<file path="src/rtl/serial_operand_serializer_if.sv">
// Parallel operand handshake plus serial bit bus between a producer and the serializer.
interface serial_operand_serializer_if #(
    parameter int WIDTH = 8
);
    logic             in_valid;
    logic             in_ready;
    logic [WIDTH-1:0] a_word;
    logic [WIDTH-1:0] b_word;
    logic             cmp_clr;
    logic             a_bit;
    logic             b_bit;
    logic             bit_valid;
    logic             last;

    modport master (
        output in_valid, a_word, b_word,
        input  in_ready, cmp_clr, a_bit, b_bit, bit_valid, last
    );

    modport slave (
        input  in_valid, a_word, b_word,
        output in_ready, cmp_clr, a_bit, b_bit, bit_valid, last
    );
endinterface

</file>
<file path="src/rtl/serial_operand_serializer.sv">
// Captures an operand pair and streams it bit-serially to a serial comparator,
// preceded by a one-cycle comparator clear. Define SERIALIZER_LSB_FIRST_EN for LSB-first order.
module serial_operand_serializer #(
    parameter int WIDTH = 8
) (
    input logic                        clk,
    input logic                        rst,
    serial_operand_serializer_if.slave bus
);
    typedef enum logic [1:0] {
        ST_IDLE  = 2'd0,
        ST_CLEAR = 2'd1,
        ST_SHIFT = 2'd2
    } state_t;

    localparam int            CW         = $clog2(WIDTH) + 1;
    localparam logic [CW-1:0] CNT_LAST   = CW'(WIDTH - 1);
    localparam logic [CW-1:0] CNT_PENULT = CW'(WIDTH - 2);

    state_t           r_state;
    state_t           w_state_nxt;
    logic [WIDTH-1:0] r_a_sh;
    logic [WIDTH-1:0] r_b_sh;
    logic [CW-1:0]    r_cnt;
    logic             r_cmp_clr;
    logic             r_a_bit;
    logic             r_b_bit;
    logic             r_bit_valid;
    logic             r_last;

    logic [WIDTH-1:0] w_a_sh_nxt;
    logic [WIDTH-1:0] w_b_sh_nxt;
    logic [CW-1:0]    w_cnt_nxt;
    logic             w_cmp_clr_nxt;
    logic             w_a_bit_nxt;
    logic             w_b_bit_nxt;
    logic             w_bit_valid_nxt;
    logic             w_last_nxt;
    logic             w_accept;
    logic             w_a_head;
    logic             w_b_head;
    logic [WIDTH-1:0] w_a_adv;
    logic [WIDTH-1:0] w_b_adv;

    // Head bit and post-shift value select the transmission order.
`ifdef SERIALIZER_LSB_FIRST_EN
    assign w_a_head = r_a_sh[0];
    assign w_b_head = r_b_sh[0];
    assign w_a_adv  = {1'b0, r_a_sh[WIDTH-1:1]};
    assign w_b_adv  = {1'b0, r_b_sh[WIDTH-1:1]};
`else
    assign w_a_head = r_a_sh[WIDTH-1];
    assign w_b_head = r_b_sh[WIDTH-1];
    assign w_a_adv  = {r_a_sh[WIDTH-2:0], 1'b0};
    assign w_b_adv  = {r_b_sh[WIDTH-2:0], 1'b0};
`endif

    assign w_accept     = bus.in_valid && (r_state == ST_IDLE);
    assign bus.in_ready = (r_state == ST_IDLE);
    assign bus.cmp_clr  = r_cmp_clr;
    assign bus.a_bit    = r_a_bit;
    assign bus.b_bit    = r_b_bit;
    assign bus.bit_valid = r_bit_valid;
    assign bus.last     = r_last;

    // State register.
    always_ff @(posedge clk) begin
        if (rst) begin
            r_state <= ST_IDLE;
        end else begin
            r_state <= w_state_nxt;
        end
    end

    // Next-state logic.
    always_comb begin
        w_state_nxt = r_state;
        case (r_state)
            ST_IDLE: begin
                if (w_accept) begin
                    w_state_nxt = ST_CLEAR;
                end else begin
                    w_state_nxt = ST_IDLE;
                end
            end
            ST_CLEAR: w_state_nxt = ST_SHIFT;
            ST_SHIFT: begin
                if (r_cnt == CNT_LAST) begin
                    w_state_nxt = ST_IDLE;
                end else begin
                    w_state_nxt = ST_SHIFT;
                end
            end
            default: w_state_nxt = ST_IDLE;
        endcase
    end

    // Output/datapath next values: outputs are computed one cycle early so they can be registered.
    always_comb begin
        w_a_sh_nxt      = r_a_sh;
        w_b_sh_nxt      = r_b_sh;
        w_cnt_nxt       = r_cnt;
        w_cmp_clr_nxt   = 1'b0;
        w_a_bit_nxt     = 1'b0;
        w_b_bit_nxt     = 1'b0;
        w_bit_valid_nxt = 1'b0;
        w_last_nxt      = 1'b0;
        case (r_state)
            ST_IDLE: begin
                if (w_accept) begin
                    w_a_sh_nxt    = bus.a_word;
                    w_b_sh_nxt    = bus.b_word;
                    w_cmp_clr_nxt = 1'b1;
                end else begin
                    w_a_sh_nxt = r_a_sh;
                    w_b_sh_nxt = r_b_sh;
                end
            end
            ST_CLEAR: begin
                w_a_bit_nxt     = w_a_head;
                w_b_bit_nxt     = w_b_head;
                w_bit_valid_nxt = 1'b1;
                w_a_sh_nxt      = w_a_adv;
                w_b_sh_nxt      = w_b_adv;
                w_cnt_nxt       = {CW{1'b0}};
            end
            ST_SHIFT: begin
                if (r_cnt != CNT_LAST) begin
                    w_a_bit_nxt     = w_a_head;
                    w_b_bit_nxt     = w_b_head;
                    w_bit_valid_nxt = 1'b1;
                    w_last_nxt      = (r_cnt == CNT_PENULT);
                    w_a_sh_nxt      = w_a_adv;
                    w_b_sh_nxt      = w_b_adv;
                    w_cnt_nxt       = r_cnt + CW'(1);
                end else begin
                    w_cnt_nxt = r_cnt;
                end
            end
            default: begin
                w_cnt_nxt = {CW{1'b0}};
            end
        endcase
    end

    // Datapath and output registers.
    always_ff @(posedge clk) begin
        if (rst) begin
            r_a_sh      <= {WIDTH{1'b0}};
            r_b_sh      <= {WIDTH{1'b0}};
            r_cnt       <= {CW{1'b0}};
            r_cmp_clr   <= 1'b0;
            r_a_bit     <= 1'b0;
            r_b_bit     <= 1'b0;
            r_bit_valid <= 1'b0;
            r_last      <= 1'b0;
        end else begin
            r_a_sh      <= w_a_sh_nxt;
            r_b_sh      <= w_b_sh_nxt;
            r_cnt       <= w_cnt_nxt;
            r_cmp_clr   <= w_cmp_clr_nxt;
            r_a_bit     <= w_a_bit_nxt;
            r_b_bit     <= w_b_bit_nxt;
            r_bit_valid <= w_bit_valid_nxt;
            r_last      <= w_last_nxt;
        end
    end
endmodule

</file>
<file path="src/flat_wrapper.sv">
// flat-port wrapper written by rule: the top's interface ports become plain ports
module serial_operand_serializer_flat 
#(
    parameter int WIDTH = 8
)
  (clk, rst, bus_in_valid, bus_a_word, bus_b_word, bus_in_ready, bus_cmp_clr, bus_a_bit, bus_b_bit, bus_bit_valid, bus_last);
  serial_operand_serializer_if #(.WIDTH(WIDTH)) bus_i ();
  input logic clk;
  input logic rst;
  input wire logic [$bits(bus_i.in_valid)-1:0] bus_in_valid;
  input wire logic [$bits(bus_i.a_word)-1:0] bus_a_word;
  input wire logic [$bits(bus_i.b_word)-1:0] bus_b_word;
  output wire logic [$bits(bus_i.in_ready)-1:0] bus_in_ready;
  output wire logic [$bits(bus_i.cmp_clr)-1:0] bus_cmp_clr;
  output wire logic [$bits(bus_i.a_bit)-1:0] bus_a_bit;
  output wire logic [$bits(bus_i.b_bit)-1:0] bus_b_bit;
  output wire logic [$bits(bus_i.bit_valid)-1:0] bus_bit_valid;
  output wire logic [$bits(bus_i.last)-1:0] bus_last;
  assign bus_i.in_valid = bus_in_valid;
  assign bus_i.a_word = bus_a_word;
  assign bus_i.b_word = bus_b_word;
  assign bus_in_ready = bus_i.in_ready;
  assign bus_cmp_clr = bus_i.cmp_clr;
  assign bus_a_bit = bus_i.a_bit;
  assign bus_b_bit = bus_i.b_bit;
  assign bus_bit_valid = bus_i.bit_valid;
  assign bus_last = bus_i.last;
  serial_operand_serializer #(.WIDTH(WIDTH)) u_core (.clk(clk), .rst(rst), .bus(bus_i));
endmodule
</file>
<file path="config.mk">
export PLATFORM = sky130hd
export DESIGN_NAME = serial_operand_serializer_flat
export DESIGN_NICKNAME = d
export VERILOG_FILES = /design/src/rtl/serial_operand_serializer_if.sv /design/src/rtl/serial_operand_serializer.sv /design/src/flat_wrapper.sv
export SDC_FILE = /design/constraint.sdc
export NUM_CORES = 1
export LEC_CHECK = 0
export ABC_AREA = 0
export CELL_PAD_IN_SITES_DETAIL_PLACEMENT = 0
export CELL_PAD_IN_SITES_GLOBAL_PLACEMENT = 2
export CORE_MARGIN = 2
export CORE_UTILIZATION = 34
export CTS_CLUSTER_DIAMETER = 100
export DETAILED_ROUTE_END_ITERATION = 8
export GPL_TIMING_DRIVEN = 0
export HOLD_SLACK_MARGIN = 0.12
export PLACE_DENSITY_LB_ADDON = 0.3
export SLEW_MARGIN = 5
export SYNTH_ARGS = -nofsm -noshare
export SYNTH_HDL_FRONTEND = slang
export SYNTH_SLANG_ARGS = --single-unit
</file>
<file path="constraint.sdc">
create_clock -name clk -period 3.85 [get_ports clk]
set_clock_uncertainty 0.15 [all_clocks]
set_input_delay 0.5775 -clock clk [delete_from_list [all_inputs] [get_ports clk]]
set_output_delay 0.5775 -clock clk [all_outputs]
set_load 0.1 [all_outputs]
</file>
# ---- Yosys cells after proc, flatten, opt, wreduce, memory -nomap -nowiden
# Index checks and enable logic that the tools add are counted.
dict set report word_totals {
  ff_bits 27
  in_bits 19
  out_inout_bits 6
  elab_cells 45
}
dict set report classes {
  add_sub_neg 1
  n_eq_ne 7
  n_mux 18
  bitwise 3
  reduce_logical 7
}
# operator n
set ops {}
lappend ops {{8-bit one-hot mux with 3 select lines} 2}
lappend ops {{8-bit two-way mux} 4}
lappend ops {{4-bit by 3-bit == test with 1-bit output (second input constant)} 2}
lappend ops {{4-bit one-hot mux with 2 select lines} 1}
lappend ops {{1-bit one-hot mux with 2 select lines} 3}
lappend ops {{2-bit one-hot mux with 3 select lines} 1}
lappend ops {{1-bit two-way mux} 5}
lappend ops {{4-bit by 1-bit adder with 4-bit output (second input constant)} 1}
lappend ops {{4-bit two-way mux} 1}
lappend ops {{2-bit by 1-bit inequality test with 1-bit output (second input constant)} 2}
lappend ops {{4-bit by 3-bit inequality test with 1-bit output (second input constant)} 1}
lappend ops {{1-bit inverter} 3}
lappend ops {{3-bit AND reduction} 1}
lappend ops {{3-bit nonzero test} 1}
lappend ops {{3-bit OR reduction} 1}
lappend ops {{2-bit by 1-bit == test with 1-bit output (second input constant)} 1}
lappend ops {{2-bit == test (second input constant)} 1}
lappend ops {{2-bit zero test} 1}
lappend ops {{2-bit two-way mux} 1}
lappend ops {{2-bit AND reduction} 1}
lappend ops {{2-bit OR reduction} 1}
lappend ops {{1-bit logical AND} 1}

# ---- Depth between registers and ports, before layout
dict set report logic_depth {
  word_depth 4
  ltp_mapped 7
  depth_no_buf 5
}

# ---- Least setup slack after synthesis
# Ideal clock, no wire load.
dict set report synth_path {
  kind {reg2reg}
  from {register u_core.r_state[0]}
  to {register u_core.r_a_sh[7]}
  setup_ns 0.081
  t_arrival_ns 2.216
  t_required_ns 3.619
  setup_slack_ns 1.403
  stages_incl_launch_ff 8
  n_path_buf 2
  period_less_slack_ns 2.447
  path_cell_list {dfxtp_1 -> inv_1 -> ha_1 -> mux2_4 -> and2_4 -> buf_6 -> buf_6 -> a211oi_2}
}
dict set report synth_via {
  elab_chain_cells 4
  elab_cells_between_ends 9
  cone_classes {eq/ne (4); mux (1); reduce/logical (4)}
}
# element line_no
set synth_lines {}
lappend synth_lines {{start: declaration} serial_operand_serializer.sv:20} ;# state_t r_state;
lappend synth_lines {{start signal: assignment} serial_operand_serializer.sv:71} ;# r_state <= w_state_nxt;
lappend synth_lines {{2-bit zero test *} --}
lappend synth_lines {{net bus_in_ready} flat_wrapper.sv:13} ;# output wire logic [$bits(bus_i.in_ready)-1:0] bus_in_ready;
lappend synth_lines {{1-bit logical AND} serial_operand_serializer.sv:58} ;# assign w_accept = bus.in_valid && (r_state == ST_IDLE);
lappend synth_lines {{2-bit by 1-bit inequality test with 1-bit output (no line)} --}
lappend synth_lines {{3-bit AND reduction (no line)} --}
lappend synth_lines {{end signal: assignment} serial_operand_serializer.sv:149} ;# r_a_sh <= {WIDTH{1'b0}};
lappend synth_lines {{end signal: assignment} serial_operand_serializer.sv:158} ;# r_a_sh <= w_a_sh_nxt;
lappend synth_lines {{end: declaration} serial_operand_serializer.sv:22} ;# logic [WIDTH-1:0] r_a_sh;
# Mark *: on every way through the listed nets, which the timed path passes. The rest lies on a longest branch.
# A chain may end at the register's enable or synchronous reset.

# ---- Worst setup path after layout
dict set report layout_path {
  from {register u_core.r_state[0]}
  to {output port bus_in_ready}
}
dict set report layout_via {
  elab_chain_cells 1
}
# element line_no
set layout_lines {}
lappend layout_lines {{2-bit zero test} serial_operand_serializer.sv:59} ;# assign bus.in_ready = (r_state == ST_IDLE);
lappend layout_lines {{end: declaration} flat_wrapper.sv:13}
# Every way passes these cells.

==> results.md <==
- Critical Path End: bus_in_ready
- Post-CTS setup buffers: 0
- Slowest CP cell: clkdlybuf4s50_1
- Largest net degree at the start of global routing: 15
- Critical path required time: 3120 ps
- Synth top area cells: dfxtp_1 41%, mux2i_1 11%, a211oi_2 7.6%, a21oi_1 6.1%, ha_1 5.7%
- Cells after synthesis: 129
- GR Overflow Total: 0
- Fmax: 346 MHz
- TritonCTS buffer count: 3
- Core Area: approximately 3700 µm²
- Port Buf Inserts: 24
- Unrepaired setup endpoints after global routing: no
- Layout cells sized above 1: a little over an eighth
- CTS tree: yes
- Area of the multi-input gates: roughly 710 µm²
- Fin. Hold Viols: 0
- R2R Setup Slk: 1890 ps
- CP cell instances: inv_1, ha_1, clkdlybuf4s50_1
- Fin crit share: about 75%
- Flops & latches, synth: 27
- Post-Syn Area per Cell: 10.2 µm²
- Die Wd: approximately 66 µm
- CP max FO: 6
- Arrival @ worst endpoint: between 2000 and 2500 ps
- Clk Latency, worst-skew pair: between 200 and 300 ps
- Area of the die: about 4400 µm²
- Maximum VDD drop: between 0.15 and 0.2 mV
- Clk sinks: 27
- Filler cells: 381
- Clock root cell: clkbuf_8
- Worst min path class: reg -> reg
- Leak: ~0.00065 µW
- Synth top area share: ~41%
- Routed WL: ~2800 µm
- Critical path buffers and inverters: 2
- Antenna violations before repair: 0
- DR pass1 iterations: 4
- Critical Path Source: u_core.r_state[0]
- Critical R2R Launch: u_core.r_state[0]
- Via/cell ratio: roughly 5
- FF-to-FF path depth: 6
- H-tree depth: 1
- Placer Congestion: between 0.7 and 0.8
- HPWL Detailed: between 2000 and 2500 µm
- Starting density of the core: 35.8%
- Tightest Pin Transition: between 900 and 1000 ps
- # resized after CTS: 0
- WL per Instance: around 14 µm
- Gr usage total: between 10 and 15%
- Final instance area: around 1700 µm²
- Yosys cell types: 36
- I/O Pins: 25
- Register area: ~540 µm²
- Synth-to-layout area growth: 26.1%
- Setup CP Type: reg -> out
- Cell family with most CP delay: buffers and inverters
- First-pass GRT wire length: slightly below 5000 µm
- Cell area after synthesis: roughly 1300 µm²
- Critical Path Stages: 3
- Nets: 183
- Syn Nets: 154
- Inst Count DP: 201
- Iteration-0 DRC Markers: 24
- Vias in the first global route: approximately 1100
- Post-DRT Antenna Nets: 0
- Status: completed
- Slowest Stage Delay on Critical Path: about 1200 ps
- MaxCap Viol Count: 0
- Via count: a little over 1000
- Hold buffer count at cts: 0
- Final-report setup violation count: 0
- Worst-path clk slew: approximately 90 ps
- Max Buffers Root-to-Sink: 2
- Pwr Density: a little under 400 nW/µm²
- Clock period minus worst slack: approximately 2900 ps
- Post-route insts no fill: 205
- Die height: around 66 µm
- Reg-to-reg endpoint: u_core.r_b_sh[2]
- Site row count: 22
- CP endpoint kind: output port
- Diodes inserted: 0
- Yosys warning total: 0
- DRC Markers: 0
- Placed cell area: between 1500 and 2000 µm²
- Rel. slew slack: between 30% and 40%
- Final Max Slew Viols: 0
- Dominant cell type by area after synthesis: dfxtp_1
- Setup tns final: 0 ps
- Startpoint types: flop
- Sequential area share after synthesis: 40.9%
==> metrics by stage <==
stage | setup slack, ps | hold WS [ps] | util (%) | power, µW
floorplan | 1400 | 292 | - | 449
global route | 876 | 351 | 45.2 | 687
CTS | 930 | 330 | 45.2 | 659
finish | 961 | 325 | 45.2 | 647
global placement | 1250 | 311 | 44.0 | 493
detailed placement | 1250 | 315 | 44.0 | 497
==> cell usage after synthesis, drive strengths merged <==
master,instances
mux2i,14
a21oi,16
o31ai,1
nor3,3
and3,2
nor3b,2
nand3b,2
o41ai,1
nand2b,2
and2,2
nand2,3
clkbuf,3
o21bai,1
nor2b,1
dfxtp,27
inv,4
nor2,2
nand3,5
or2,1
and3b,1
nand4b,1
nor4b,1
mux2,1
ha,6
o2bb2ai,1
a2bb2oi,1
o21ai,2
nor4bb,1
a211oi,14
buf,7
a211o,1
==> worst min-delay path, cell delays in order, from the launching register on <==
cell	delay [ps]
dfxtp_1	320
nand2b_1	60
o21ai_1	50
==> worst min path at each step <==
stage / endpoint / slack, ps / from / cells after the start
2_1_floorplan: u_core.r_a_sh[0] / 290 / u_core.r_a_sh[0] / 2
3_3_place_gp: u_core.r_b_sh[0] / 310 / u_core.r_b_sh[0] / 2
3_5_place_dp: u_core.r_b_sh[0] / 310 / u_core.r_b_sh[0] / 2
4_1_cts: u_core.r_b_sh[0] / 330 / u_core.r_b_sh[0] / 2
5_1_grt: u_core.bus.a_bit / 350 / u_core.r_a_sh[7] / 1
6_report: u_core.r_b_sh[0] / 320 / u_core.r_b_sh[0] / 2
==> kinds of logic (layout without fill, tap and decap cells) <==
logic type | Yosys count | after routing | synth area share, %
simple gates | 29 | 29 | 14.6
buf+inv | 14 | 42 | 5.49
mux | 15 | 15 | 11.7
flops | 27 | 27 | 40.9
fa+ha+maj | 6 | 6 | 5.68
compound gates | 38 | 38 | 21.6
==> cell type report <==
class	count	share of cell area, %
multi-input cells	88	42.5
flip-flops and latches	27	32.4
repair buffers	24	14.4
well taps	48	3.60
plain buffers	10	3.45
clock buffers	4	2.70
inverters	4	0.901
==> flip-flops by register name, summed over array words and instances (netlist names) <==
name                  flops
u_core.r_a_sh             8
u_core.r_b_sh             8
u_core.r_cnt              4
u_core.r_state            2
u_core.bus.a_bit          1
u_core.bus.b_bit          1
u_core.bus.bit_valid      1
u_core.bus.cmp_clr        1
u_core.bus.last           1
==> routing by layer <==
layer	global-route usage (%)	up-vias	share of wire (%)
li1	-	533	-
met5	0	-	0
met1	16.5	485	44
met3	2.73	5	3.1
met4	4.59	0	1.6
met2	27.3	15	51
==> cell usage in the layout, fill, tap and decap left out, types with 2 or more instances in the layout <==
| master | n |
|---|---|
| buf_6 | 2 |
| nor2_1 | 2 |
| clkbuf_1 | 3 |
| clkdlybuf4s50_1 | 24 |
| nand2b_1 | 2 |
| clkbuf_8 | 3 |
| dfxtp_1 | 27 |
| buf_1 | 2 |
| a211oi_1 | 6 |
| a211oi_2 | 8 |
| a21oi_1 | 16 |
| nand2_1 | 3 |
| nor3_1 | 3 |
| nand3_1 | 5 |
| inv_1 | 4 |
| buf_2 | 3 |
| nor3b_1 | 2 |
| nand3b_1 | 2 |
| and3_1 | 2 |
| ha_1 | 6 |
| mux2i_1 | 14 |
| o21ai_1 | 2 |
==> power by group <==
group / switching [µW] / internal [µW]
Combinational: 93.7 / 77.5
Clock: 85.1 / 74.1
Sequential: 12.4 / 304
Total: 191 / 456
Note: power is estimated with default switching activity, not from simulation.
